===== src/rtl/branch_update_unit_pkg.sv =====
// Shared predictor header: address/GHR/target widths, FSM encoding and checkpoint entry layout.
// Optional target checking is enabled by defining BRU_TARGET_CHK_EN.
`ifndef BRU_PRED_DEFS
`define BRU_PRED_DEFS
`define GHR_WIDTH 14
`define ADDR_WIDTH 32
`define TARGET_ADDR 32
`endif

package branch_update_unit_pkg;
  localparam int GHR_W   = `GHR_WIDTH;
  localparam int ADDR_W  = `ADDR_WIDTH;
  localparam int TAR_W   = `TARGET_ADDR;
  localparam int MPCNT_W = 16;

  typedef enum logic {
    ST_IDLE    = 1'b0,
    ST_RECOVER = 1'b1
  } bru_state_e;

  typedef struct packed {
`ifdef BRU_TARGET_CHK_EN
    logic [TAR_W-1:0]  tar;
`endif
    logic [ADDR_W-1:0] pc;
    logic              torn;
    logic [GHR_W-1:0]  ghr;
  } chk_entry_t;

  localparam int ENTRY_W = $bits(chk_entry_t);

  // The restored history includes the resolved outcome of the branch that mispredicted.
  function automatic logic [GHR_W-1:0] restore_ghr(input logic [GHR_W-1:0] ghr,
                                                   input logic torn);
    return {ghr[GHR_W-2:0], torn};
  endfunction
endpackage


===== src/rtl/branch_update_unit_chk_fifo.sv =====
// Checkpoint FIFO: power-of-two depth, head exposed combinationally, flush empties it in one edge.
module chk_fifo #(
  parameter int DEPTH = 8,
  parameter int W     = 8
) (
  input  logic         clk_i,
  input  logic         reset_i,
  input  logic         push_i,
  input  logic [W-1:0] data_i,
  input  logic         pop_i,
  input  logic         flush_i,
  output logic [W-1:0] data_o,
  output logic         full_o,
  output logic         empty_o
);
  localparam int PW = $clog2(DEPTH);

  logic [W-1:0]  mem_q [DEPTH];
  logic [PW-1:0] rd_ptr_q, wr_ptr_q;
  logic [PW:0]   count_q;
  logic          do_push, do_pop;

  assign full_o  = (count_q == (PW+1)'(DEPTH));
  assign empty_o = (count_q == '0);
  assign do_push = push_i && !full_o;
  assign do_pop  = pop_i && !empty_o;
  assign data_o  = mem_q[rd_ptr_q];

  always_ff @(posedge clk_i) begin
    if (reset_i) begin
      rd_ptr_q <= '0;
      wr_ptr_q <= '0;
      count_q  <= '0;
    end else if (flush_i) begin
      rd_ptr_q <= wr_ptr_q;
      count_q  <= '0;
    end else begin
      if (do_push) wr_ptr_q <= wr_ptr_q + 1'b1;
      if (do_pop)  rd_ptr_q <= rd_ptr_q + 1'b1;
      case ({do_push, do_pop})
        2'b10:   count_q <= count_q + 1'b1;
        2'b01:   count_q <= count_q - 1'b1;
        default: count_q <= count_q;
      endcase
    end
  end

  always_ff @(posedge clk_i) begin
    if (do_push && !flush_i) mem_q[wr_ptr_q] <= data_i;
  end
endmodule


===== src/rtl/branch_update_unit.sv =====
// Branch update unit: checkpoints predictions, checks them at resolve, drives PAs update and GHR recovery.
// Define BRU_TARGET_CHK_EN to also store and check predicted targets.
module branch_update_unit
  import branch_update_unit_pkg::*;
#(
  parameter int DEPTH = 8
) (
  input  logic               clk,
  input  logic               reset,
  input  logic               pred_valid,
  input  logic [ADDR_W-1:0]  pred_pc,
  input  logic               pred_torn,
  input  logic [GHR_W-1:0]   pred_ghr,
  output logic               pred_ready,
  input  logic               res_valid,
  input  logic               res_torn,
  output logic               res_ready,
  output logic               PAs_up_en,
  output logic               PAs_wr_data,
  output logic [ADDR_W-1:0]  upd_pc,
  output logic               gshare_reen,
  output logic [GHR_W-1:0]   re_GHR,
  output logic               mispredict,
  output logic [MPCNT_W-1:0] mp_cnt
`ifdef BRU_TARGET_CHK_EN
  ,
  input  logic [TAR_W-1:0]   pred_tar,
  input  logic [TAR_W-1:0]   res_tar,
  output logic [TAR_W-1:0]   up_addr,
  output logic               up_tar_en
`endif
);
  // Handshakes: an entry moves when valid && ready in the same cycle; ready never depends on valid.
  bru_state_e         state_q, state_d;
  chk_entry_t         head, wr_entry;
  logic               full, empty, push, pop, dir_miss, tar_miss, mp_now;
  logic               pas_up_en_q, pas_wr_data_q;
  logic [ADDR_W-1:0]  upd_pc_q;
  logic [GHR_W-1:0]   re_ghr_q;
  logic [MPCNT_W-1:0] mp_cnt_q;

  assign pred_ready = !full && (state_q == ST_IDLE);
  assign res_ready  = !empty && (state_q == ST_IDLE);
  assign pop        = res_valid && res_ready;
  assign dir_miss   = (res_torn != head.torn);
  assign mp_now     = pop && (dir_miss || tar_miss);
  // Predictions arriving alongside a mispredicting resolve are wrong-path.
  assign push       = pred_valid && pred_ready && !mp_now;

  assign wr_entry.pc   = pred_pc;
  assign wr_entry.torn = pred_torn;
  assign wr_entry.ghr  = pred_ghr;
`ifdef BRU_TARGET_CHK_EN
  assign wr_entry.tar  = pred_tar;
  assign tar_miss      = res_torn && (res_tar != head.tar);
`else
  assign tar_miss      = 1'b0;
`endif

  chk_fifo #(.DEPTH(DEPTH), .W(ENTRY_W)) u_chk_fifo (
    .clk_i   (clk),
    .reset_i (reset),
    .push_i  (push),
    .data_i  (wr_entry),
    .pop_i   (pop),
    .flush_i (mp_now),
    .data_o  (head),
    .full_o  (full),
    .empty_o (empty)
  );

  always_ff @(posedge clk) begin
    if (reset) state_q <= ST_IDLE;
    else       state_q <= state_d;
  end

  always_comb begin
    state_d = state_q;
    case (state_q)
      ST_IDLE:    if (mp_now) state_d = ST_RECOVER;
      ST_RECOVER: state_d = ST_IDLE;
      default:    state_d = ST_IDLE;
    endcase
  end

  always_comb begin
    mispredict  = 1'b0;
    gshare_reen = 1'b0;
    if (state_q == ST_RECOVER) begin
      mispredict  = 1'b1;
      gshare_reen = 1'b1;
    end
  end

  always_ff @(posedge clk) begin
    if (reset) begin
      pas_up_en_q   <= 1'b0;
      pas_wr_data_q <= 1'b0;
      upd_pc_q      <= '0;
      re_ghr_q      <= '0;
      mp_cnt_q      <= '0;
    end else begin
      pas_up_en_q <= pop;
      if (pop) begin
        pas_wr_data_q <= res_torn;
        upd_pc_q      <= head.pc;
      end
      if (mp_now) begin
        re_ghr_q <= restore_ghr(head.ghr, res_torn);
        if (mp_cnt_q != '1) mp_cnt_q <= mp_cnt_q + 1'b1;
      end
    end
  end

  assign PAs_up_en   = pas_up_en_q;
  assign PAs_wr_data = pas_wr_data_q;
  assign upd_pc      = upd_pc_q;
  assign re_GHR      = re_ghr_q;
  assign mp_cnt      = mp_cnt_q;

`ifdef BRU_TARGET_CHK_EN
  logic             tar_upd_q;
  logic [TAR_W-1:0] up_addr_q;

  always_ff @(posedge clk) begin
    if (reset) begin
      tar_upd_q <= 1'b0;
      up_addr_q <= '0;
    end else begin
      tar_upd_q <= mp_now && tar_miss;
      if (mp_now && tar_miss) up_addr_q <= res_tar;
    end
  end

  assign up_tar_en = tar_upd_q && (state_q == ST_RECOVER);
  assign up_addr   = up_addr_q;
`endif
endmodule


===== config.mk =====
export PLATFORM = sky130hd
export DESIGN_NAME = branch_update_unit
export DESIGN_NICKNAME = d
export VERILOG_FILES = /design/src/rtl/branch_update_unit_pkg.sv /design/src/rtl/branch_update_unit_chk_fifo.sv /design/src/rtl/branch_update_unit.sv
export SDC_FILE = /design/constraint.sdc
export NUM_CORES = 1
export LEC_CHECK = 0
export BUFFER_PORTS_ARGS = -buffer_cell sky130_fd_sc_hd__buf_2
export CAP_MARGIN = 5
export CELL_PAD_IN_SITES_DETAIL_PLACEMENT = 1
export CELL_PAD_IN_SITES_GLOBAL_PLACEMENT = 2
export CORE_ASPECT_RATIO = 1.2
export CORE_MARGIN = 4
export CORE_UTILIZATION = 46
export CTS_CLUSTER_DIAMETER = 40
export DETAILED_ROUTE_END_ITERATION = 7
export PLACE_DENSITY_LB_ADDON = 0.05
export SLEW_MARGIN = 15
export SYNTH_ARGS = -nofsm -noshare
export SYNTH_HDL_FRONTEND = slang
export SYNTH_SLANG_ARGS = --single-unit

===== constraint.sdc =====
create_clock -name clk -period 9.6 [get_ports clk]
set_input_delay 0.48 -clock clk [delete_from_list [all_inputs] [get_ports clk]]
set_output_delay 0.48 -clock clk [all_outputs]
set_load 0.005 [all_outputs]

==> results of run 1 <==
## stage by stage
stage	utilization (%)	hold slack, ns	setup slack [ns]
2_1_floorplan	-	0.453	2.73
3_3_place_gp	50.2	0.448	5.01
3_5_place_dp	50.2	0.459	4.75
4_1_cts	54.7	0.147	4.75
5_1_grt	54.7	0.168	4.53
6_report	54.8	0.184	4.83
## cell families (layout without fill, tap and decap cells)
family,count (synthesis),count (layout),synth area share (%)
other cells,0,1,0
flops,446,446,74.4
simple gates,131,131,3.98
buf+inv,63,240,1.57
xor+xnor,4,4,0.207
compound gates,85,85,3.48
fa+ha+maj,7,7,0.561
mux,151,151,15.8
## placed cells by master, fill, tap and decap left out, drive strengths merged, types with 4 or more instances in the layout
master    netlist  final
a211oi         48     48
a21oi          19     19
and3            4      4
buf            13    138
bufinv          0      5
clkbuf         40     66
clkinv          0     11
clkinvlp        0      5
dfxtp          78     78
edfxtp        368    368
ha              6      6
inv            10     15
mux2           11     11
mux2i          49     49
mux4           91     91
nand2          12     12
nand3           7      7
nor2           64     64
nor2b           4      4
nor3            8      8
nor4            5      5
nor4b           4      4
o31ai           9      9
or4             9      9
## flip-flops by register name, summed over array words and instances, names as in the netlist, named ones only
register and count:
u_chk_fifo.mem_q 368, upd_pc 32, mp_cnt 16, re_GHR 14, u_chk_fifo.count_q 4, u_chk_fifo.rd_ptr_q 3
u_chk_fifo.wr_ptr_q 3, PAs_up_en 1, PAs_wr_data 1, state_q 1
## worst max path at each step
stage                                        end  slack [ns]  cells after the start
after CTS                  u_chk_fifo.count_q[3]        4.75                     12
after detailed placement   u_chk_fifo.count_q[3]        4.75                     12
after global placement     u_chk_fifo.count_q[3]        5.01                     12
after global routing       u_chk_fifo.count_q[3]        4.53                     12
final                      u_chk_fifo.count_q[3]        4.83                     12
after floorplan           u_chk_fifo.mem_q[0][0]        2.73                      7
## area by class of cell
| class | count | area, µm² |
|---|---|---|
| inverter | 10 | 40.0 |
| antenna | 1 | 2.50 |
| sequential | 446 | 12600 |
| multi-input combinational | 378 | 4140 |
| fill | 3245 | 16400 |
| clock buffer | 66 | 1330 |
| timing repair buffer | 138 | 747 |
| tap | 468 | 586 |
| clock inverter | 26 | 314 |
## worst register-to-register path, stage by stage, from the launching register on
cell and delay, ns:
dfxtp_4 0.92, mux2_2 0.43, mux4_2 0.58, mux2i_4 0.67, and3_4 0.36, inv_4 0.10
ha_1 0.23, ha_1 0.29, a21o_1 0.19, a21oi_1 0.20, xnor2_1 0.11, or3_1 0.33
a211oi_1 0.25
## power groups by stage
stage	logic, mW	clock network (mW)	registers (mW)
floorplan	1.08	0	2.52
global placement	1.44	0	2.58
detailed placement	1.48	0	2.61
CTS	1.49	1.93	2.57
global route	1.60	2.02	2.60
finish	1.44	1.87	2.56
## per-layer routing
metal,vias up,track usage [%],part of all wire [%]
li1,3889,-,-
met1,4520,22.8,40
met2,152,33.7,54
met3,62,3.70,4.1
met4,4,5.24,2.2
met5,-,0,0.074
## Yosys cell counts (4+ instances only)
cell type / instances
nor2_1: 64
nor4_1: 5
mux2i_1: 48
ha_1: 6
clkbuf_1: 40
a21oi_1: 19
nand3_1: 7
inv_1: 8
mux4_2: 91
a211oi_1: 48
buf_2: 7
edfxtp_1: 368
nor2b_1: 4
nand2_1: 12
dfxtp_1: 78
mux2_2: 8
nor3_1: 8
or4_1: 9
o31ai_1: 9
nor4b_2: 4
==> summary.md, run 1 <==
| Metric | Value |
|---|---|
| Main synth FF type | `edfxtp_1` |
| Hold depth | `1` |
| Fin area | `19800 µm²` |
| Vert. Die Dim | `218 µm` |
| Crit path cell chain | `mux2_2 > mux4_2 > mux2i_4 > and3_4 > inv_4 > ha_1 > ha_1 > a21o_1 > a21oi_1 > xnor2_1 > or3_1 > a211oi_1` |
| DR iter-0 viols | `approximately 460` |
| PD cells | `297 nW/µm²` |
| DR vias | `between 8000 and 9000` |
| Unrepaired setup endpoints after global routing | `no` |
| R2R Setup Slk | `about 4.8 ns` |
| Worst-case reg-to-reg path depth | `12` |
| DIE WIDTH | `183 µm` |
| Antenna violations before repair | `2` |
| FF-to-FF End | `u_chk_fifo.count_q[3]` |
| Final Hold Viols | `0` |
| Required @ worst endpoint | `10.05 ns` |
| Period utilization | `slightly below 50%` |
| Comb pwr share | `around 25%` |
| DRT Wirelength | `36600 µm` |
| Post-CTS Setup Bufs | `0` |
| TritonCTS clock tree | `done` |
| Overall routing resource usage | `18.6%` |
| Core area | `36100 µm²` |
| FFs w/ async S/R, synth | `0%` |
| Share of the synthesized area in the top cell type | `between 60% and 70%` |
| Share of cells above drive strength 1 | `31.0%` |
| Global-route wire length before repair | `57200 µm` |
| DR WL/cell | `23.9 µm` |
| Final nets | `1083` |
| Num rows | `76` |
| PortBufs | `between 100 and 150` |
| Hold Path End | `u_chk_fifo.mem_q[2][32]` |
| Post-synth EDFFs | `368` |
| Post-CTS sizing | `0` |
| ANT nets after route | `0` |
| Mapped Cells | `a little under 900` |
| Dpl hpwl | `between 20000 and 25000 µm` |
| Root buf cell | `clkbuf_16` |
| Family with the most delay on the worst path | `multiplexers` |
| GP Congestion | `0.716` |
| Fin Setup TNS | `0 ns` |
| Final worst path period need | `4.77 ns` |
| Seq/Total Area, Yosys | `74.4%` |
| Critical-path top delay cell | `dfxtp_4` |
| CTS max path bufs | `3` |
| Worst setup EP type | `flip-flop` |
| Worst-Skew Late Latency | `0.56 ns` |
| Clock buffer count from CTS | `50` |
| Ranking of synthesized cells by area | `edfxtp_1, mux4_2, dfxtp_1` |
| DRC | `0` |
| Area growth syn-to-layout | `16.7%` |
| Yosys warns | `0` |
| Die Footprint | `40000 µm²` |
| Hold Crit Class | `input port to flip-flop` |
| Flop pwr share | `43.5%` |
| Grt total ovfl | `0` |
| Max Fclk | `roughly 0.21 GHz` |
| Psw | `1.69 mW` |
| Synthesized cell area | `17000 µm²` |
| Vias in the first global route | `approximately 10000` |
| Measured slew at the worst slew-check pin | `1.12 ns` |
| Pre-antenna DRT Iters | `6` |
| CTS Sinks | `446` |
| CTS Hold Bufs | `0` |
| Rel. slew slack | `25.6%` |
| Placed Cells | `1440` |
| Origin of the worst min-delay path | `pred_pc[17]` |
| Initial core utilization | `46.9%` |
| Int Pwr | `4.19 mW` |
| Syn nets | `946` |
| Cell repeated most along the worst path | `ha_1` |
| Largest net degree at the start of global routing | `80` |
| Final setup viols | `0` |
| #FFs+latches synth | `446` |
| Status | `completed` |
| Max FO, Critical Path | `between 40 and 50` |
| Yosys cell types | `47` |
| Buf+Inv Stages, Crit Path | `1` |
| Crit path kind | `flip-flop to flip-flop` |
| Synth area leader | `edfxtp_1` |
| CP max stage delay | `0.92 ns` |
| Clock Skews | `0.0226 ns` |
| Max-cap violations | `0` |
| Design Power | `between 5 and 6 mW` |
| Switching part of the total | `28.8%` |
| Leakage power | `6.47 nW` |
| Post-Syn Area per Cell | `about 19 µm²` |
| Setup crit start kind | `flip-flop` |
| DP Area | `18100 µm²` |
| Max-slew violations | `0` |
| Post-Layout Cell Count | `roughly 1500` |
| Critical path arrival | `5.22 ns` |
| Via density | `5.63` |
| CTS H-tree depth | `2` |
| Clock slew at reported path FFs | `0.06 ns` |
| VDD IR max | `0.183 mV` |
| Clock power share | `between 30% and 40%` |
| I/O pin count | `120` |
(Power assumes the default switching activity.)
==> run 2, diff against run 1 <==
- CORE_UTILIZATION: 46 -> 41
- clock period: 9.6 -> 4 ns (I/O delays scaled with it)
==> summary.md, run 2 (synthesis results as in run 1) <==
| Metric | Value |
|---|---|
| Status | `completed` |
| CTS Sinks | `446 (unchanged)` |
| Worst setup EP type | `flip-flop` |
| Final setup margin | `0.435 ns (-4.39 ns)` |
| Critical path arrival | `4.03 ns (-1.19 ns)` |
| Initial core utilization | `41.5% (-5.4 points)` |
| DR WL/cell | `23.1 µm (-3.1%)` |
| GP Congestion | `0.721 (+0.81%)` |
| Max FO, Critical Path | `9 (-79%)` |
| Root buf cell | `clkbuf_16` |
| Clock slew at reported path FFs | `0.06 ns (about the same)` |
| Commonest non-fill, non-tap cell in the layout | `edfxtp_1` |
| Antenna violations before repair | `1 (-1)` |
| Largest net degree at the start of global routing | `80 (unchanged)` |
| Measured slew at the worst slew-check pin | `1.13 ns (+0.0184 ns)` |
| VDD IR max | `0.480 mV (+160%)` |
| CTS max path bufs | `3 (unchanged)` |
| Setup crit start kind | `flip-flop` |
| DIE WIDTH | `194 µm (+5.7%)` |
| Final setup viols | `0 (unchanged)` |
| Placed Cells | `1515 (+5.2%)` |
| Post-CTS sizing | `0 (unchanged)` |
| Overall routing resource usage | `17.3% (-1.4 points)` |
| Period utilization | `89.1% (+39 points)` |
| Crit path kind | `flip-flop to flip-flop` |
| Max reg flops | `368 (unchanged)` |
| WHS | `0.0948 ns (-0.0894 ns)` |
| Leakage power | `6.78 nW (+4.7%)` |
| Fin Setup TNS | `0 ns (unchanged)` |
| Post-CTS Setup Bufs | `0 (unchanged)` |
| Hold Crit Class | `input port to flip-flop` |
| CTS Hold Bufs | `47 (+47)` |
| Required @ worst endpoint | `4.47 ns (-5.58 ns)` |
| PD cells | `713 nW/µm² (+140%)` |
| Die Footprint | `44700 µm² (+12%)` |
| DRC | `0 (unchanged)` |
| ANT nets after route | `0 (unchanged)` |
| Rel. slew slack | `24.4% (-1.2 points)` |
| Clock buffer count from CTS | `53 (+6.0%)` |
| Dpl hpwl | `21800 µm (+5.1%)` |
| Share of cells above drive strength 1 | `30.7% (-0.29 points)` |
| Max Fclk | `0.281 GHz (+34%)` |
| CTS H-tree depth | `2 (unchanged)` |
| Grt total ovfl | `0 (unchanged)` |
| Final worst path period need | `3.56 ns (-1.21 ns)` |
| I/O pin count | `120 (unchanged)` |
| Max-slew violations | `0 (unchanged)` |
| DP Worst Slack | `0.461 ns (-4.29 ns)` |
| TritonCTS clock tree | `done` |
| Post-Layout Cell Count | `1663 (+8.5%)` |
| Util after Layout | `50.4% (-4.3 points)` |
| Largest register by flop count | `u_chk_fifo.mem_q` |
| DR iter-0 viols | `472 (+3.3%)` |
| Fillcell total | `3733 (+15%)` |
| Clock Skews | `0.0211 ns (-0.00154 ns)` |
| Fin area | `20600 µm² (+4.1%)` |
| Pre-antenna DRT Iters | `6 (unchanged)` |
| Core area | `40800 µm² (+13%)` |
| Vert. Die Dim | `231 µm (+5.7%)` |
| PortBufs | `118 (unchanged)` |
| Unrepaired setup endpoints after global routing | `no` |
| DR vias | `8890 (+3.0%)` |
| Final Hold Viols | `0 (unchanged)` |
| Via density | `5.35 (-5.0%)` |
| Design Power | `14.7 mW (+150%)` |
| Worst-Skew Late Latency | `0.58 ns (+0.02 ns)` |
| Global-route wire length before repair | `59600 µm (+4.2%)` |
| Area growth syn-to-layout | `21.5%` |
| DRT Wirelength | `38500 µm (+5.2%)` |
| Max-cap violations | `0 (unchanged)` |
| Num rows | `81 (+6.6%)` |
| Commonest non-fill, non-tap cells in the layout | `edfxtp_1, buf_2, mux4_2` |
| Final nets | `1137 (+5.0%)` |
| Vias in the first global route | `9928 (+1.6%)` |
| DP Area | `18300 µm² (+0.82%)` |
[run 2: cell types whose count changed in the layout (fill, tap and decap cells not counted), moves of 4 or more]
cell / change
dlygate4sd3_1: +47
inv_6: +4
buf_4: +4
clkbuf_16: +5
clkbuf_1: -4
[run 2: final timing paths]
path                             startpoint                     end  slack, ns  cells past startpoint
worst max-delay path              flip-flop   u_chk_fifo.count_q[3]       0.44                     12
worst min-delay path             pred_valid  u_chk_fifo.wr_ptr_q[1]       0.09                      3
worst max register to register    flip-flop   u_chk_fifo.count_q[3]       0.44                     12
worst min register to register  PAs_wr_data             PAs_wr_data       0.47                      2
[run 2: power by group]
group | switching [mW] | internal [mW] | total (mW)
Clock | 1.89 | 3.06 | 4.96
Sequential | 0.328 | 5.72 | 6.04
Combinational | 2.00 | 1.69 | 3.69
Total | 4.22 | 10.5 | 14.7
[run 2: final cells by class]
cell class	count	area, µm²	area share [%]
sequential	446	12600	61.3
multi-input combinational	378	4160	20.2
clock buffer	69	1470	7.13
timing repair buffer	189	1250	6.06
tap	539	674	3.27
clock inverter	31	378	1.83
inverter	10	40.0	0.194
antenna	1	2.50	0.0121
[run 2: metal layers]
layer	global-route usage (%)	vias up	share of wire (%)
li1	-	3987	-
met1	21.3	4662	40
met2	31.2	181	53
met3	3.11	60	4.0
met4	4.98	0	2.4
met5	0	-	0
[run 2: worst max-delay path, cell delays in order, from the launching register on]
cell and delay [ns]:
dfxtp_4 0.39, mux2_2 0.36, mux4_2 0.57, mux2i_4 0.23
and3_4 0.21, inv_4 0.20, ha_1 0.26, ha_1 0.25
a21o_1 0.19, a21oi_1 0.17, xnor2_1 0.09, or3_1 0.31
a211oi_1 0.23
==> run 3, diff against run 2 <==
- CELL_PAD_IN_SITES_DETAIL_PLACEMENT: 1 -> 0
- CELL_PAD_IN_SITES_GLOBAL_PLACEMENT: 2 -> 1
- CORE_UTILIZATION: 41 -> 47
- GPL_ROUTABILITY_DRIVEN: not set -> 0
==> summary.md, run 3 (synthesis results as in run 1) <==
| Metric | Value |
|---|---|
| Dpl hpwl | `18000 µm (-18%)` |
| WHS | `0.0793 ns (-0.0156 ns)` |
| DRC | `0 (unchanged)` |
| CTS max path bufs | `3 (unchanged)` |
| Status | `completed` |
| Post-CTS sizing | `0 (unchanged)` |
| Fin area | `20500 µm² (-0.53%)` |
| Hold Crit Class | `input port to flip-flop` |
| Crit path kind | `flip-flop to flip-flop` |
| Critical-path top delay cell | `mux4_2` |
| Period utilization | `87.0% (-2.1 points)` |
| Max FO, Critical Path | `9 (unchanged)` |
| PD cells | `707 nW/µm² (-0.84%)` |
| Largest net degree at the start of global routing | `80 (unchanged)` |
| ANT nets after route | `0 (unchanged)` |
| Worst-Skew Late Latency | `0.58 ns (about the same)` |
| Grt total ovfl | `0 (unchanged)` |
| Required @ worst endpoint | `4.48 ns (about the same)` |
| Global-route wire length before repair | `52800 µm (-11%)` |
| I/O pin count | `120 (unchanged)` |
| Design Power | `14.5 mW (-1.4%)` |
| Measured slew at the worst slew-check pin | `1.01 ns (-0.127 ns)` |
| Vert. Die Dim | `216 µm (-6.4%)` |
| Die Footprint | `39200 µm² (-12%)` |
| TritonCTS clock tree | `done` |
| Vias in the first global route | `8919 (-10%)` |
| Max-cap violations | `0 (unchanged)` |
| Num rows | `75 (-7.4%)` |
| Clock buffer count from CTS | `52 (-1.9%)` |
| DR WL/cell | `21.3 µm (-8.1%)` |
| Max reg flops | `368 (unchanged)` |
| Clock slew at reported path FFs | `0.06 ns (about the same)` |
| Root buf cell | `clkbuf_16` |
| Pre-antenna DRT Iters | `4 (-2)` |
| Buf+Inv Stages, Crit Path | `1 (unchanged)` |
| VDD IR max | `0.429 mV (-11%)` |
| Unrepaired setup endpoints after global routing | `no` |
| Share of cells above drive strength 1 | `30.7% (-0.069 points)` |
| Area growth syn-to-layout | `20.9%` |
| DR vias | `8641 (-2.8%)` |
| CP max stage delay | `0.56 ns (about the same)` |
| Final nets | `1135 (-0.18%)` |
| Critical path arrival | `3.96 ns (-0.07 ns)` |
| PortBufs | `118 (unchanged)` |
| Commonest non-fill, non-tap cell in the layout | `edfxtp_1` |
| Final Hold Viols | `0 (unchanged)` |
| DP Area | `18200 µm² (-0.36%)` |
| Clock Skews | `0.0163 ns (-0.00475 ns)` |
| Final setup viols | `0 (unchanged)` |
| Worst setup EP type | `flip-flop` |
| Antenna violations before repair | `1 (unchanged)` |
| Leakage power | `6.75 nW (-0.35%)` |
| Post-CTS Setup Bufs | `0 (unchanged)` |
| DRT Wirelength | `33600 µm (-13%)` |
| DR iter-0 viols | `560 (+19%)` |
| CTS Hold Bufs | `47 (unchanged)` |
| Overall routing resource usage | `17.3% (about the same)` |
| Largest register by flop count | `u_chk_fifo.mem_q` |
| R2R Setup Slk | `0.52 ns (+0.08 ns)` |
| Final worst path period need | `3.48 ns (-0.0827 ns)` |
| Antenna diodes | `0 (-1)` |
| Commonest non-fill, non-tap cells in the layout | `edfxtp_1, buf_2, mux4_2` |
| Via density | `5.47 (+2.2%)` |
| Initial core utilization | `48.0% (+6.5 points)` |
| Crit path cell chain | `mux2_2 > mux4_2 > mux2i_4 > and3_4 > inv_4 > ha_1 > ha_1 > a21o_1 > a21oi_1 > xnor2_1 > or3_1 > a211oi_1` |
| Max Fclk | `0.287 GHz (+2.4%)` |
| Setup crit start kind | `flip-flop` |
| Origin of the worst min-delay path | `pred_valid` |
| DIE WIDTH | `181 µm (-6.3%)` |
| CTS H-tree depth | `2 (unchanged)` |
| Max-slew violations | `0 (unchanged)` |
| CTS Sinks | `446 (unchanged)` |
| Family with the most delay on the worst path | `multiplexers` |
| Core area | `35300 µm² (-14%)` |
| Rel. slew slack | `32.8% (+8.5 points)` |
| Cell repeated most along the worst path | `ha_1` |
## run 3: changes by cell type in the layout (fill, tap and decap cells not counted), sizes merged
cell and change:
buf -1, bufinv +1, clkbuf -7, clkinv +1, clkinvlp +2, diode -1
## run 3: worst min-delay path: stages
cell and delay (ns):
buf_2 0.11, and3_4 0.21, mux2i_1 0.07
## run 3: final cells by class
class | instances | area [µm²]
fillers | 2735 | 14800
multi-input cells | 378 | 4160
clock inverters | 35 | 450
well taps | 462 | 578
repair buffers | 188 | 1270
inverters | 10 | 40.0
clock buffers | 62 | 1360
flip-flops and latches | 446 | 12600
## run 3: metal layers
metal / vias to the layer above / part of all wire (%) / global-route usage, %
met4: 2 / 1.9 / 4.55
met2: 203 / 49 / 28.4
li1: 3988 / - / -
met5: - / 0.036 / 0
met3: 48 / 4.9 / 3.25
met1: 4400 / 44 / 24.0
## run 3: power breakdown
group	total [mW]	switching (mW)	leakage, nW	internal (mW)
clock	4.87	1.89	0.857	2.98
sequential	6.00	0.288	3.98	5.71
combinational	3.62	1.92	1.92	1.69
## run 3: final timing paths
path / cells after the start / to
setup / recovery: 12 / u_chk_fifo.count_q[3]
hold / removal: 3 / u_chk_fifo.wr_ptr_q[1]
setup reg to reg: 12 / u_chk_fifo.count_q[3]
hold reg to reg: 2 / PAs_wr_data
## run 3: through the flow
step	setup TNS [ns]	setup slack, ns	cells	utilization, %
2_1_floorplan	-288.82	-1.02	887	-
3_3_place_gp	0	0.527	1437	51.6
3_5_place_dp	0	0.498	1437	51.6
4_1_cts	0	0.487	1581	58.1
5_1_grt	0	0.354	1581	58.1
6_report	0	0.518	1581	58.1
